<file path="src/rtl/gpio_irq_port.sv">
// GPIO port with synchronized inputs, per-pin edge interrupts and a
// two-cycle register access handshake (sel held until a one-cycle ack).
module gpio_irq_port #(
   parameter int WIDTH       = 8,
   parameter int SYNC_STAGES = 2
) (
   input  logic             clk,
   input  logic             rst,
   input  logic             sel,
   input  logic             we,
   input  logic [2:0]       addr,
   input  logic [WIDTH-1:0] wdata,
   output logic [WIDTH-1:0] rdata,
   output logic             ack,
   input  logic [WIDTH-1:0] gpio_i,
   output logic [WIDTH-1:0] gpio_o,
   output logic [WIDTH-1:0] gpio_oe,
   output logic             irq
);

   localparam logic [2:0] ADDR_IN       = 3'd0;
   localparam logic [2:0] ADDR_OUT      = 3'd1;
   localparam logic [2:0] ADDR_DIR      = 3'd2;
   localparam logic [2:0] ADDR_IRQ_EN   = 3'd3;
   localparam logic [2:0] ADDR_IRQ_EDGE = 3'd4;
   localparam logic [2:0] ADDR_IRQ_PEND = 3'd5;
   localparam logic [2:0] ADDR_TOGGLE   = 3'd6;

   typedef enum logic {
      IDLE = 1'b0,
      ACK  = 1'b1
   } state_t;

   state_t           state_q, state_d;
   logic [WIDTH-1:0] out_q, out_d;
   logic [WIDTH-1:0] dir_q, dir_d;
   logic [WIDTH-1:0] en_q, en_d;
   logic [WIDTH-1:0] edge_q, edge_d;
   logic [WIDTH-1:0] pend_q, pend_d;
   logic [WIDTH-1:0] rdata_q, rdata_d;
   logic [WIDTH-1:0] prev_q;
   logic [WIDTH-1:0] sync_q [SYNC_STAGES];

   logic [WIDTH-1:0] sync_in;
   logic [WIDTH-1:0] rise, fall, pend_set, pend_clr;
   logic [WIDTH-1:0] rd_mux;

   // Input synchronizer plus the previous-value register used for edge detection.
   always_ff @(posedge clk or negedge rst) begin
      if (!rst) begin
         for (int i = 0; i < SYNC_STAGES; i++) begin
            sync_q[i] <= '0;
         end
         prev_q <= '0;
      end else begin
         sync_q[0] <= gpio_i;
         for (int i = 1; i < SYNC_STAGES; i++) begin
            sync_q[i] <= sync_q[i-1];
         end
         prev_q <= sync_q[SYNC_STAGES-1];
      end
   end

   assign sync_in  = sync_q[SYNC_STAGES-1];
   assign rise     = sync_in & ~prev_q;
   assign fall     = ~sync_in & prev_q;
   assign pend_set = (rise & edge_q) | (fall & ~edge_q);

   always_comb begin
      rd_mux = '0;
      case (addr)
         ADDR_IN:       rd_mux = sync_in;
         ADDR_OUT:      rd_mux = out_q;
         ADDR_DIR:      rd_mux = dir_q;
         ADDR_IRQ_EN:   rd_mux = en_q;
         ADDR_IRQ_EDGE: rd_mux = edge_q;
         ADDR_IRQ_PEND: rd_mux = pend_q;
         default:       rd_mux = '0;
      endcase
   end

   // Access FSM: the register side effect happens on the IDLE->ACK edge.
   always_comb begin
      state_d  = state_q;
      out_d    = out_q;
      dir_d    = dir_q;
      en_d     = en_q;
      edge_d   = edge_q;
      rdata_d  = rdata_q;
      pend_clr = '0;
      case (state_q)
         IDLE: begin
            if (sel) begin
               state_d = ACK;
               if (we) begin
                  case (addr)
                     ADDR_OUT:      out_d    = wdata;
                     ADDR_DIR:      dir_d    = wdata;
                     ADDR_IRQ_EN:   en_d     = wdata;
                     ADDR_IRQ_EDGE: edge_d   = wdata;
                     ADDR_IRQ_PEND: pend_clr = wdata;
                     ADDR_TOGGLE:   out_d    = out_q ^ wdata;
                     default:       out_d    = out_q;
                  endcase
               end else begin
                  rdata_d = rd_mux;
               end
            end
         end
         ACK: begin
            state_d = IDLE;
         end
         default: begin
            state_d = IDLE;
         end
      endcase
   end

   // A new edge beats a same-cycle write-1-to-clear of that bit.
   assign pend_d = (pend_q & ~pend_clr) | pend_set;

   always_ff @(posedge clk or negedge rst) begin
      if (!rst) begin
         state_q <= IDLE;
         out_q   <= '0;
         dir_q   <= '0;
         en_q    <= '0;
         edge_q  <= '0;
         pend_q  <= '0;
         rdata_q <= '0;
      end else begin
         state_q <= state_d;
         out_q   <= out_d;
         dir_q   <= dir_d;
         en_q    <= en_d;
         edge_q  <= edge_d;
         pend_q  <= pend_d;
         rdata_q <= rdata_d;
      end
   end

   assign ack     = (state_q == ACK);
   assign rdata   = rdata_q;
   assign gpio_o  = out_q;
   assign gpio_oe = dir_q;
   assign irq     = |(pend_q & en_q);

endmodule

</file>
<file path="config.mk">
export PLATFORM = sky130hd
export DESIGN_NAME = gpio_irq_port
export DESIGN_NICKNAME = d
export VERILOG_FILES = /design/src/rtl/gpio_irq_port.sv
export SDC_FILE = /design/constraint.sdc
export NUM_CORES = 1
export LEC_CHECK = 0
export ABC_AREA = 1
export CAP_MARGIN = 20
export CORE_MARGIN = 1.5
export CORE_UTILIZATION = 54
export DETAILED_ROUTE_END_ITERATION = 10
export DONT_BUFFER_PORTS = 1
export GPL_TIMING_DRIVEN = 1
export PLACE_DENSITY = 0.73
export SLEW_MARGIN = 10
export SYNTH_ARGS = -nofsm -noshare
export SYNTH_HDL_FRONTEND = slang
export SYNTH_SLANG_ARGS = --single-unit
</file>
<file path="constraint.sdc">
create_clock -name clk -period 1.5 [get_ports clk]
set_input_delay 0.15 -clock clk [delete_from_list [all_inputs] [get_ports clk]]
set_output_delay 0.15 -clock clk [all_outputs]
set_load 0.02 [all_outputs]
</file>
==> results of run 1 <==
-- power groups by stage --
stage,clock [W],combinational [W],sequential [W]
after detailed placement,0,0.000613,0.00274
after global routing,0.00173,0.000720,0.00275
after global placement,0,0.000587,0.00273
after CTS,0.00161,0.000636,0.00270
after floorplan,0,0.000511,0.00266
final,0.00157,0.000633,0.00270
-- per-stage QoR --
step | hold slack, ps | setup WS, ps
after CTS | -521 | 79.0
after floorplan | -146 | 103
after global routing | -541 | 1.22
after detailed placement | -144 | 87.6
after global placement | -143 | 144
final | -509 | 105
-- logic make-up (layout without fill, tap and decap cells) --
kind of cell	after synthesis	after routing	share of synthesized area (%)
DFF	73	73	54.7
buffers and inverters	42	59	5.66
xor gates and xnor gates	8	8	2.10
and+or+nand+nor	213	213	30.1
AOI/OAI and AO/OA	48	48	7.42
-- per-layer routing --
metal,wire (um),vias up,global-route usage [%]
met5,0,-,0
met4,159,0,9.83
met3,527,13,8.33
met2,3690,80,39.8
met1,3180,1253,32.2
li1,-,1289,-
-- cell usage after synthesis --
| cell | count |
|---|---|
| buf_6 | 2 |
| buf_2 | 7 |
| dfrtp_1 | 73 |
| clkbuf_1 | 1 |
| or2_1 | 1 |
| nor2_1 | 19 |
| nand2_1 | 119 |
| nor2_8 | 1 |
| nand2_4 | 2 |
| inv_1 | 24 |
| nor2_4 | 3 |
| nand3b_1 | 8 |
| buf_1 | 2 |
| nand4_1 | 22 |
| o21ai_1 | 40 |
| nor2_2 | 1 |
| o21ai_0 | 6 |
| buf_4 | 2 |
| nand4_2 | 1 |
| o21ai_2 | 2 |
| inv_2 | 4 |
| nand2_2 | 4 |
| nand3_2 | 1 |
| nor3_1 | 2 |
| xor2_1 | 8 |
| nand3_1 | 29 |
-- final timing paths --
check / from / to / slack [ps] / cells past startpoint
worst min-delay path: rst / pend_q[5] / -510 / 0
min in group clk: sel / ack / 20 / 2
max in group asynchronous: rst / gpio_o[3] / 1910 / 0
worst max register to register: ack / gpio_o[6] / 140 / 8
worst min register to register: sync_q[12] / sync_in[4] / 350 / 0
worst max-delay path: pend_q[0] / irq / 110 / 3
-- area by class of cell --
type                    count  area [um^2]  share of cell area [%]
clock buffers              12          155                    4.20
clock inverters             4         51.3                    1.39
inverters                  28          105                    2.84
well taps                  75         93.8                    2.54
repair buffers             15          133                    3.59
flip-flops and latches     73         1830                    49.4
multi-input cells         269         1330                    36.0
-- critical path, cell delays in order (launching register included) --
cell	delay, ps
dfrtp_1	400
nand2_1	90
nand4_1	90
or2_1	330
-- registers in the layout (all words and copies together), names as in the netlist --
name / flops
prev_q: 8
rdata: 8
pend_q: 8
en_q: 8
ack: 1
sync_in: 8
gpio_o: 8
edge_q: 8
gpio_oe: 8
sync_q: 8
-- repair_timing --
| action | 4_1_cts | 5_1_grt |
|---|---|---|
| endpoints found under the hold margin | 81 | 73 |
| resized for setup | 0 | 1 |
| setup endpoints to repair | 0 | 5 |
==> impl_metrics.tcl, run 1 <==
set metrics [dict create \
    outcome "finished with violations" \
    violations "hold timing" \
    grt_pass1_vias 2530 \
    antenna_left 0 \
    die_y_um 81.7 \
    design.core.area_um2 5960 \
    die_area_um2 6670 \
    fin_nets 419 \
    postSynthAreaPerCell_um2 8.70 \
    yosys.area.top_type "dfrtp_1" \
    setup_viol 0 \
    final_common_cell "nand2_1" \
    routed_wirelength_um 7550 \
    rows 28 \
    root_buffer "clkbuf_8" \
    report.power.total_w 0.00491 \
    gp_congestion 0.841 \
    dp_cells 452 \
    clock_latency_ps 350 \
    fin_crit_sh_pct 93.0 \
    grt_pass1_wl_um 12200 \
    worst_slew_pin_slew_ps 410 \
    cts_tree "built" \
    drt_iter0_drc 161 \
    worstSetupEndpointType "primary output" \
    clockBufferDepth 2 \
    hpwl_um 5130 \
    p_comb_share_pct 12.9 \
    yosys_warnings 0 \
    first_pass_iters 5 \
    setup.worst_path.start_class "flip-flop" \
    numCtsBuffers 9 \
    fin_area_um2 3690 \
    vias 2635 \
    relSlewSlack_pct 72.6 \
    seq_power_share_pct 55.1 \
    initial_core_util_pct 56.1 \
    cts_setup_buffers 0 \
    power_switching_w 0.00153 \
    sw_frac_of_total_pct 31.2 \
    yosysSeqAreaShare_pct 54.7 \
    min_path_type "in2async" \
    diodes 0 \
    final_cell_mix "119 x nand2_1, 73 x dfrtp_1, 40 x o21ai_1, 29 x nand3_1, 24 x inv_1" \
    cts_sinks 73 \
    rsz0062_at_grt "no" \
    ios 49 \
    synth.net_count 407 \
    skew_ps 8.25 \
    fmax_mhz 717 \
    tns_ps 0 \
    arrival_ps 1240 \
    synth_cell_types 26 \
    pwr-share-clk_pct 32.0 \
    cp_data_required_time_ps 1350 \
    clk_pin_slew_worst_paths_ps 80 \
    io_buffers 0 \
    synth.top_cell.area_share_pct 54.7 \
    syn-cell-area_um2 3340 \
    grt_max_degree 74 \
    ys_ff_latch 73 \
    dpl_cell_area_um2 3400 \
    synth_cells 384 \
    power.density_nw_per_um2 1330 \
    fillCellCount 501 \
    syn_to_final_growth_pct 10.6 \
    final.min_clock_period_ps 1390 \
    fin_cells 476 \
    die_w_um 81.7 \
    wl_per_cell_um 15.9 \
    cap_viol_max_count 0 \
    viasPerCell 5.54 \
    criticalPathCategory "reg2out" \
    crit_path_max_fanout 3 \
    total_leakage_power_nw 1.78 \
    fin_hold_ws_ps -509 \
    htree_num_levels 3 \
    intPower_w 0.00338 \
    postLayoutCoreUtil_pct 62.0 \
    grt_use_total_pct 25.2 \
    slew_violations 0 \
    finalHoldViolCount 73 \
    antenna_found_initial 0 \
    grt_overflow 0 \
    hold_buffers 8 \
    drc 0 \
    yosys-top-cells-area "dfrtp_1 55%, nand2_1 13%, o21ai_1 6.0%, nand3_1 4.3%, nand4_1 4.1%" \
    final_layout_size_suffix_gt1_share_pct 10.2 \
    ir_worst_vdd_v 0.00105 \
]
Note: power is estimated with default switching activity, not from simulation.
==> run 2, diff against run 1 <==
- SLEW_MARGIN: 10 -> unset
==> results of run 2 <==
Final layout, timing and power as in run 1 (identical DEF).
